[src/rtl/coffee_recipe_sequencer_if.sv]
// Front-panel / valve-driver bundle for coffee_recipe_sequencer.
// The pause input exists only when PAUSE_DISPENSE_EN is defined.
interface coffee_recipe_sequencer_if #(
   parameter int NUM_ING = 5,
   parameter int TIME_W  = 2
);
   logic               start;
   logic [2:0]         coffee_type;
   logic               abort;
   logic               cfg_we;
   logic [2:0]         cfg_recipe;
   logic [2:0]         cfg_ing;
   logic [TIME_W-1:0]  cfg_time;
`ifdef PAUSE_DISPENSE_EN
   logic               pause;
`endif
   logic               busy;
   logic               done;
   logic               err;
   logic [NUM_ING-1:0] valve;
   logic [2:0]         ingredient_idx;

   modport master (
      output start, coffee_type, abort, cfg_we, cfg_recipe, cfg_ing, cfg_time,
`ifdef PAUSE_DISPENSE_EN
      output pause,
`endif
      input  busy, done, err, valve, ingredient_idx
   );

   modport slave (
      input  start, coffee_type, abort, cfg_we, cfg_recipe, cfg_ing, cfg_time,
`ifdef PAUSE_DISPENSE_EN
      input  pause,
`endif
      output busy, done, err, valve, ingredient_idx
   );
endinterface

[src/rtl/coffee_recipe_sequencer.sv]
// Timed ingredient-dispense sequencer driven by a runtime-writable recipe table.
// Optional PAUSE_DISPENSE_EN adds a pause input that freezes the current dispense.
module coffee_recipe_sequencer #(
   parameter int NUM_ING     = 5,
   parameter int NUM_RECIPES = 4,
   parameter int TIME_W      = 2,
   parameter int TICK_DIV    = 50000000
) (
   input logic                   clk,
   input logic                   rst,
   coffee_recipe_sequencer_if.slave bus
);

   localparam longint unsigned MAX_CYC = longint'((2 ** TIME_W) - 1) * longint'(TICK_DIV);
   localparam int              CNT_W   = $clog2(MAX_CYC + 1);
   localparam logic [CNT_W-1:0] TICK     = CNT_W'(TICK_DIV);
   localparam logic [2:0]       LAST_ING = 3'(NUM_ING - 1);
   localparam logic [2:0]       MAX_REC  = 3'(NUM_RECIPES);
   localparam logic [NUM_ING-1:0] VALVE_ONE = NUM_ING'(1);

   typedef enum logic [1:0] {S_IDLE, S_SELECT, S_DISPENSE, S_DONE} state_t;
   typedef logic [TIME_W-1:0] entry_t;

   // Factory recipes, indexed by 1-based recipe number and ingredient.
   function automatic entry_t reset_entry(input logic [2:0] r, input logic [2:0] i);
      logic [2:0] v;
      case ({r, i})
         6'o10: v = 3'd2;  6'o11: v = 3'd3;  6'o14: v = 3'd1;
         6'o20: v = 3'd2;  6'o21: v = 3'd2;  6'o22: v = 3'd1;  6'o24: v = 3'd1;
         6'o30: v = 3'd2;  6'o31: v = 3'd1;  6'o32: v = 3'd2;  6'o34: v = 3'd1;
         6'o40: v = 3'd1;  6'o41: v = 3'd1;  6'o42: v = 3'd1;  6'o43: v = 3'd2;
         6'o44: v = 3'd1;
         default: v = 3'd0;
      endcase
      if (r == 3'd0 || r > MAX_REC || i > LAST_ING) v = 3'd0;
      return entry_t'(v);
   endfunction

   state_t           state, state_d;
   logic [2:0]       idx, idx_d;
   logic [2:0]       rtype, rtype_d;
   logic [CNT_W-1:0] cnt, cnt_d;
   logic             err_q, err_d;
   logic             wr_en;
   logic             hold;
   entry_t           entry;
   entry_t           tbl [8][8];

`ifdef PAUSE_DISPENSE_EN
   assign hold = bus.pause;
`else
   assign hold = 1'b0;
`endif

   // NOTE: sequential state is assigned with <= only, so every flop samples pre-edge values.
   always_ff @(posedge clk) begin
      if (rst) begin
         state <= S_IDLE;
         idx   <= '0;
         rtype <= '0;
         cnt   <= '0;
         err_q <= 1'b0;
         // NOTE: the table is reset flop by flop because rst must restore the factory recipes.
         for (int r = 0; r < 8; r++)
            for (int i = 0; i < 8; i++)
               tbl[r[2:0]][i[2:0]] <= reset_entry(r[2:0], i[2:0]);
      end else begin
         state <= state_d;
         idx   <= idx_d;
         rtype <= rtype_d;
         cnt   <= cnt_d;
         err_q <= err_d;
         if (wr_en) tbl[bus.cfg_recipe][bus.cfg_ing] <= bus.cfg_time;
      end
   end

   // NOTE: every signal driven here gets a default first, so no latch can be inferred.
   always_comb begin
      state_d = state;
      idx_d   = idx;
      rtype_d = rtype;
      cnt_d   = cnt;
      err_d   = 1'b0;
      wr_en   = 1'b0;
      entry   = tbl[rtype][idx];

      bus.busy           = (state != S_IDLE);
      bus.done           = 1'b0;
      bus.err            = err_q;
      bus.valve          = '0;
      bus.ingredient_idx = idx;

      unique case (state)
         S_IDLE: begin
            if (bus.start) begin
               if (bus.coffee_type != 3'd0 && bus.coffee_type <= MAX_REC) begin
                  rtype_d = bus.coffee_type;
                  idx_d   = '0;
                  state_d = S_SELECT;
               end else begin
                  err_d = 1'b1;
               end
            end
         end
         S_SELECT: begin
            if (entry == '0) begin
               if (idx == LAST_ING) state_d = S_DONE;
               else                 idx_d   = idx + 3'd1;
            end else begin
               cnt_d   = CNT_W'(entry) * TICK - CNT_W'(1);
               state_d = S_DISPENSE;
            end
         end
         S_DISPENSE: begin
            // A paused dispense keeps its remaining count, so total open time is preserved.
            if (!hold) begin
               bus.valve = VALVE_ONE << idx;
               if (cnt == '0) begin
                  if (idx == LAST_ING) state_d = S_DONE;
                  else begin
                     idx_d   = idx + 3'd1;
                     state_d = S_SELECT;
                  end
               end else begin
                  cnt_d = cnt - CNT_W'(1);
               end
            end
         end
         S_DONE: begin
            bus.done = 1'b1;
            state_d  = S_IDLE;
         end
         default: state_d = S_IDLE;
      endcase

      // Table writes are only legal while idle; a same-cycle start sees the new value in SELECT.
      if (bus.cfg_we) begin
         if (state == S_IDLE && bus.cfg_recipe != 3'd0 && bus.cfg_recipe <= MAX_REC &&
             bus.cfg_ing <= LAST_ING)
            wr_en = 1'b1;
         else
            err_d = 1'b1;
      end

      if (bus.abort && state != S_IDLE) state_d = S_IDLE;
   end

endmodule
[src/flat_wrapper.sv]
// flat-port wrapper written by rule: the top's interface ports become plain ports
module coffee_recipe_sequencer_flat 
#(
   parameter int NUM_ING     = 5,
   parameter int NUM_RECIPES = 4,
   parameter int TIME_W      = 2,
   parameter int TICK_DIV    = 50000000
)
  (clk, rst, bus_start, bus_coffee_type, bus_abort, bus_cfg_we, bus_cfg_recipe, bus_cfg_ing, bus_cfg_time, bus_busy, bus_done, bus_err, bus_valve, bus_ingredient_idx);
  coffee_recipe_sequencer_if #(.NUM_ING(NUM_ING), .TIME_W(TIME_W)) bus_i ();
  input logic clk;
  input logic rst;
  input wire logic [$bits(bus_i.start)-1:0] bus_start;
  input wire logic [$bits(bus_i.coffee_type)-1:0] bus_coffee_type;
  input wire logic [$bits(bus_i.abort)-1:0] bus_abort;
  input wire logic [$bits(bus_i.cfg_we)-1:0] bus_cfg_we;
  input wire logic [$bits(bus_i.cfg_recipe)-1:0] bus_cfg_recipe;
  input wire logic [$bits(bus_i.cfg_ing)-1:0] bus_cfg_ing;
  input wire logic [$bits(bus_i.cfg_time)-1:0] bus_cfg_time;
  output wire logic [$bits(bus_i.busy)-1:0] bus_busy;
  output wire logic [$bits(bus_i.done)-1:0] bus_done;
  output wire logic [$bits(bus_i.err)-1:0] bus_err;
  output wire logic [$bits(bus_i.valve)-1:0] bus_valve;
  output wire logic [$bits(bus_i.ingredient_idx)-1:0] bus_ingredient_idx;
  assign bus_i.start = bus_start;
  assign bus_i.coffee_type = bus_coffee_type;
  assign bus_i.abort = bus_abort;
  assign bus_i.cfg_we = bus_cfg_we;
  assign bus_i.cfg_recipe = bus_cfg_recipe;
  assign bus_i.cfg_ing = bus_cfg_ing;
  assign bus_i.cfg_time = bus_cfg_time;
  assign bus_busy = bus_i.busy;
  assign bus_done = bus_i.done;
  assign bus_err = bus_i.err;
  assign bus_valve = bus_i.valve;
  assign bus_ingredient_idx = bus_i.ingredient_idx;
  coffee_recipe_sequencer #(.NUM_ING(NUM_ING), .NUM_RECIPES(NUM_RECIPES), .TIME_W(TIME_W), .TICK_DIV(TICK_DIV)) u_core (.clk(clk), .rst(rst), .bus(bus_i));
endmodule
[config.mk]
export PLATFORM = sky130hd
export DESIGN_NAME = coffee_recipe_sequencer_flat
export DESIGN_NICKNAME = d
export VERILOG_FILES = /design/src/rtl/coffee_recipe_sequencer_if.sv /design/src/rtl/coffee_recipe_sequencer.sv /design/src/flat_wrapper.sv
export SDC_FILE = /design/constraint.sdc
export NUM_CORES = 1
export LEC_CHECK = 0
export CAP_MARGIN = 20
export CORE_MARGIN = 2
export CORE_UTILIZATION = 62
export CTS_BUF_LIST = sky130_fd_sc_hd__clkbuf_8
export CTS_CLUSTER_SIZE = 24
export DETAILED_ROUTE_END_ITERATION = 7
export PLACE_DENSITY = 0.82
export SETUP_SLACK_MARGIN = 0.2
export SLEW_MARGIN = 0
export SYNTH_ARGS = -nofsm -noshare
export SYNTH_HDL_FRONTEND = slang
export SYNTH_SLANG_ARGS = --single-unit
[constraint.sdc]
create_clock -name clk -period 11.1 [get_ports clk]
set_clock_uncertainty 0.15 [all_clocks]
set_input_delay 1.665 -clock clk [delete_from_list [all_inputs] [get_ports clk]]
set_output_delay 1.665 -clock clk [all_outputs]
set_load 0.005 [all_outputs]
==> reports/metrics.yaml <==
ys_seq_area_share_pct: 57.2
synthTopCellsByCount: "edfxtp_1 (128), clkbuf_1 (71), nand2_1 (59)"
yosys-top-cells-area: "edfxtp_1 (47%), dfxtp_1 (9.9%), mux4_2 (7.2%)"
clock_latency_ps: 480
grt_remaining_overflow: 0
grt_pass1_vias: 5369
crit_required_ps: 11280
synthXorXnorAreaFrac_pct: 0.324
multi_input_area_um2: 3440
grt_usage_pct: 24.7
worstPathMaxFanout: 43
critPathMaxStageDelay_ps: 830
hpwl_mm: 11.4
cts_root_buf: "clkbuf_8"
drive_above_1_share_pct: 11.9
ys_types: 70
pwr-share-clk_pct: 23.8
synth_compound_area_share_pct: 12.2
firstDrtPassIters: 6
clock-sinks: 168
swShare_pct: 36.6
tightest_slew_ps: 968
r2r-end: "u_core.cnt[17]"
core_area_um2: 12700
cp-end-kind: "flop"
synthMuxAreaShare_pct: 10.2
start_util_pct: 63.8
cts.repair.resized: 0
synth_top_area_cell: "edfxtp_1"
setup_viol: 0
routed_wl_mm: 16.6
cts_max_level: 4
cts_tree: "built"
status: "finished, final reports clean"
reg2reg_depth: 14
p_comb_share_pct: 34.4
async_reset_ff_share_pct: 0
post_cts_buffers: 0
portBuffers: 26
ys_seq_elements: 168
seq_power_share_pct: 41.9
fin_area_um2: 9100
dieWidth_um: 118
slew_viol_final: 0
clkTransAtPathRegs_ps: 90
synth_area_um2: 8120
rsz0062_at_grt: "no"
crit_arrival_ps: 4950
ff_latch_area_um2: 4650
post_dp_cell_area_um2: 8660
max_freq_mhz: 210
drc: 0
area_growth_pct: 12.1
rrSetupSlack_ps: 6340
fin_crit_ps: 4760
max-cap-violations: 0
wire_per_inst_um: 17.6
power_density_nw_per_um2: 217
synth-adder-area-share_pct: 2.77
antenna_found_initial: 0
cp_slowest_cell: "o41a_1"
crit_path_cell_trace: "buf_4 -> mux2i_1 -> a22o_1 -> o211ai_1 -> o311ai_0 -> o21ai_0 -> inv_1 -> ha_1 -> nor2b_1 -> a21o_1 -> o41a_1 -> a21oi_2 -> o21ai_1 -> a211oi_2"
postRouteAntennaNets: 0
place_congestion: 0.959
p_switching_mw: 0.723
dp_slack_ps: 6290
intPower_mw: 1.25
grt_max_degree: 79
peakVddDrop_uv: 121
synth_edf_count: 128
period_share_pct: 42.9
fin_nets: 795
yosys_warnings: 0
n_fill_cell: 897
num_antenna_cells: 0
total_power_mw: 1.98
rows: 41
cts.path.max_buffers: 2
setup-tns-final_ps: 0
min_path_type: "flop to flop"
maxSlewHeadroom_pct: 35.4
synth.most_common_cell: "edfxtp_1"
leakage_nw: 3.12
start_kind: "flop"
hold_viol: 0
fp.dieArea_um2: 14000
vias: 5660
syn_inst: 702
cp-endpoint: "u_core.cnt[17]"
hold_buffers: 0
syn_avg_cell_area_um2: 11.6
ioPinCount: 27
grt_pass1_wl_mm: 26.7
numCtsBuffers: 17
synth.top_cell.area_share_pct: 47.3
synth_simple_gate_area_share_pct: 12.8
viasPerCell: 5.98
path_class: "flop to flop"
setup_slack_ps: 6340
synth_top_family_by_area: "simple AND/OR/NAND/NOR gates"
ys.flop_type: "edfxtp_1"
fp.dieH_um: 118
first_iter_violations: 617
[placed cells by master, fill, tap and decap left out, drive strengths merged, types with 3 or more instances in the layout]
cell type      instances
inv                   22
nor4                   5
clkbuf                19
nand2                 59
or4                    4
ha                    18
nor3                  13
a221oi                 3
a31oi                  5
edfxtp               128
mux2                  11
nor2b                  3
or3                   13
nor3b                  4
o211ai                 3
nand4                  6
and3                   4
o21ai                 55
a21o                   3
o41ai                  3
nor2                  54
nand3b                 3
buf                    6
mux4                  26
o22ai                  7
o31ai                  6
mux2i                 12
dfxtp                 40
nand2b                 7
a22oi                  5
conb                  88
bufinv                 3
a21oi                 44
nand3                 17
a211oi                 5
clkdlybuf4s50         25
clkinv                 7
and2                   5
[sequential cells by signal (all words and copies together), names as in the netlist, named ones only]
| signal | cells |
|---|---|
| u_core.state | 2 |
| u_core.cnt | 28 |
| u_core.tbl | 128 |
| u_core.bus.err | 1 |
| u_core.bus.ingredient_idx | 3 |
| u_core.rtype | 3 |
[layer usage]
metal  share of wire, %  vias up  global-route usage, %
met5                  0        -                      0
met4                2.0        0                   10.3
met3                5.9       42                   5.16
met2                 51      235                   41.5
met1                 41     2749                   31.4
li1                   -     2634                      -
[worst max-delay path: cells and delay by family (launching register included)]
kind                     cells  cell delay [ps]
adder cells (fa/ha/maj)      1              320
buffers and inverters        2              680
AO/OA/AOI/OAI                9             2670
multiplexers                 1              160
flip-flops                   1              330
AND/OR/NAND/NOR              1              260
[how the worst min path moves through the flow]
stage / cells after the start / to / start / slack [ps]
2_1_floorplan: 2 / u_core.cnt[15] / u_core.cnt[15] / 300
3_3_place_gp: 2 / u_core.cnt[15] / u_core.cnt[15] / 310
3_5_place_dp: 2 / u_core.cnt[15] / u_core.cnt[15] / 340
4_1_cts: 2 / u_core.cnt[19] / u_core.cnt[19] / 350
5_1_grt: 2 / u_core.cnt[19] / u_core.cnt[19] / 380
6_report: 2 / u_core.cnt[19] / u_core.cnt[19] / 350
[power groups by stage]
stage / registers [mW] / clock network, mW / logic (mW)
floorplan: 0.815 / 0 / 0.507
global placement: 0.832 / 0 / 0.637
detailed placement: 0.839 / 0 / 0.656
CTS: 0.825 / 0.475 / 0.661
global route: 0.839 / 0.500 / 0.741
finish: 0.827 / 0.469 / 0.679
[logic make-up (layout without fill, tap and decap cells)]
| kind of cell | Yosys count | in the layout |
|---|---|---|
| buffers and inverters | 97 | 82 |
| and+or+nand+nor | 208 | 208 |
| xor gates and xnor gates | 3 | 3 |
| adders and majority gates | 18 | 18 |
| DFF | 168 | 168 |
| muxes | 49 | 49 |
| AOI/OAI and AO/OA | 158 | 158 |
| other | 1 | 88 |
[per-stage QoR]
stage / std cells / hold slack, ps / util, %
global route: 946 / 384 / 71.5
CTS: 945 / 351 / 71.5
detailed placement: 913 / 335 / 68.1
finish: 946 / 349 / 71.5
floorplan: 789 / 299 / -
global placement: 913 / 313 / 68.1
[area by class of cell]
type	instances	area share [%]
Timing Repair Buffer	32	3.33
Sequential cell	168	51.0
Inverter	18	0.742
Clock inverter	14	2.06
Multi-Input combinational cell	524	37.7
Clock buffer	18	2.72
Tap cell	172	2.36
Power figures use the tool's default switching activity.
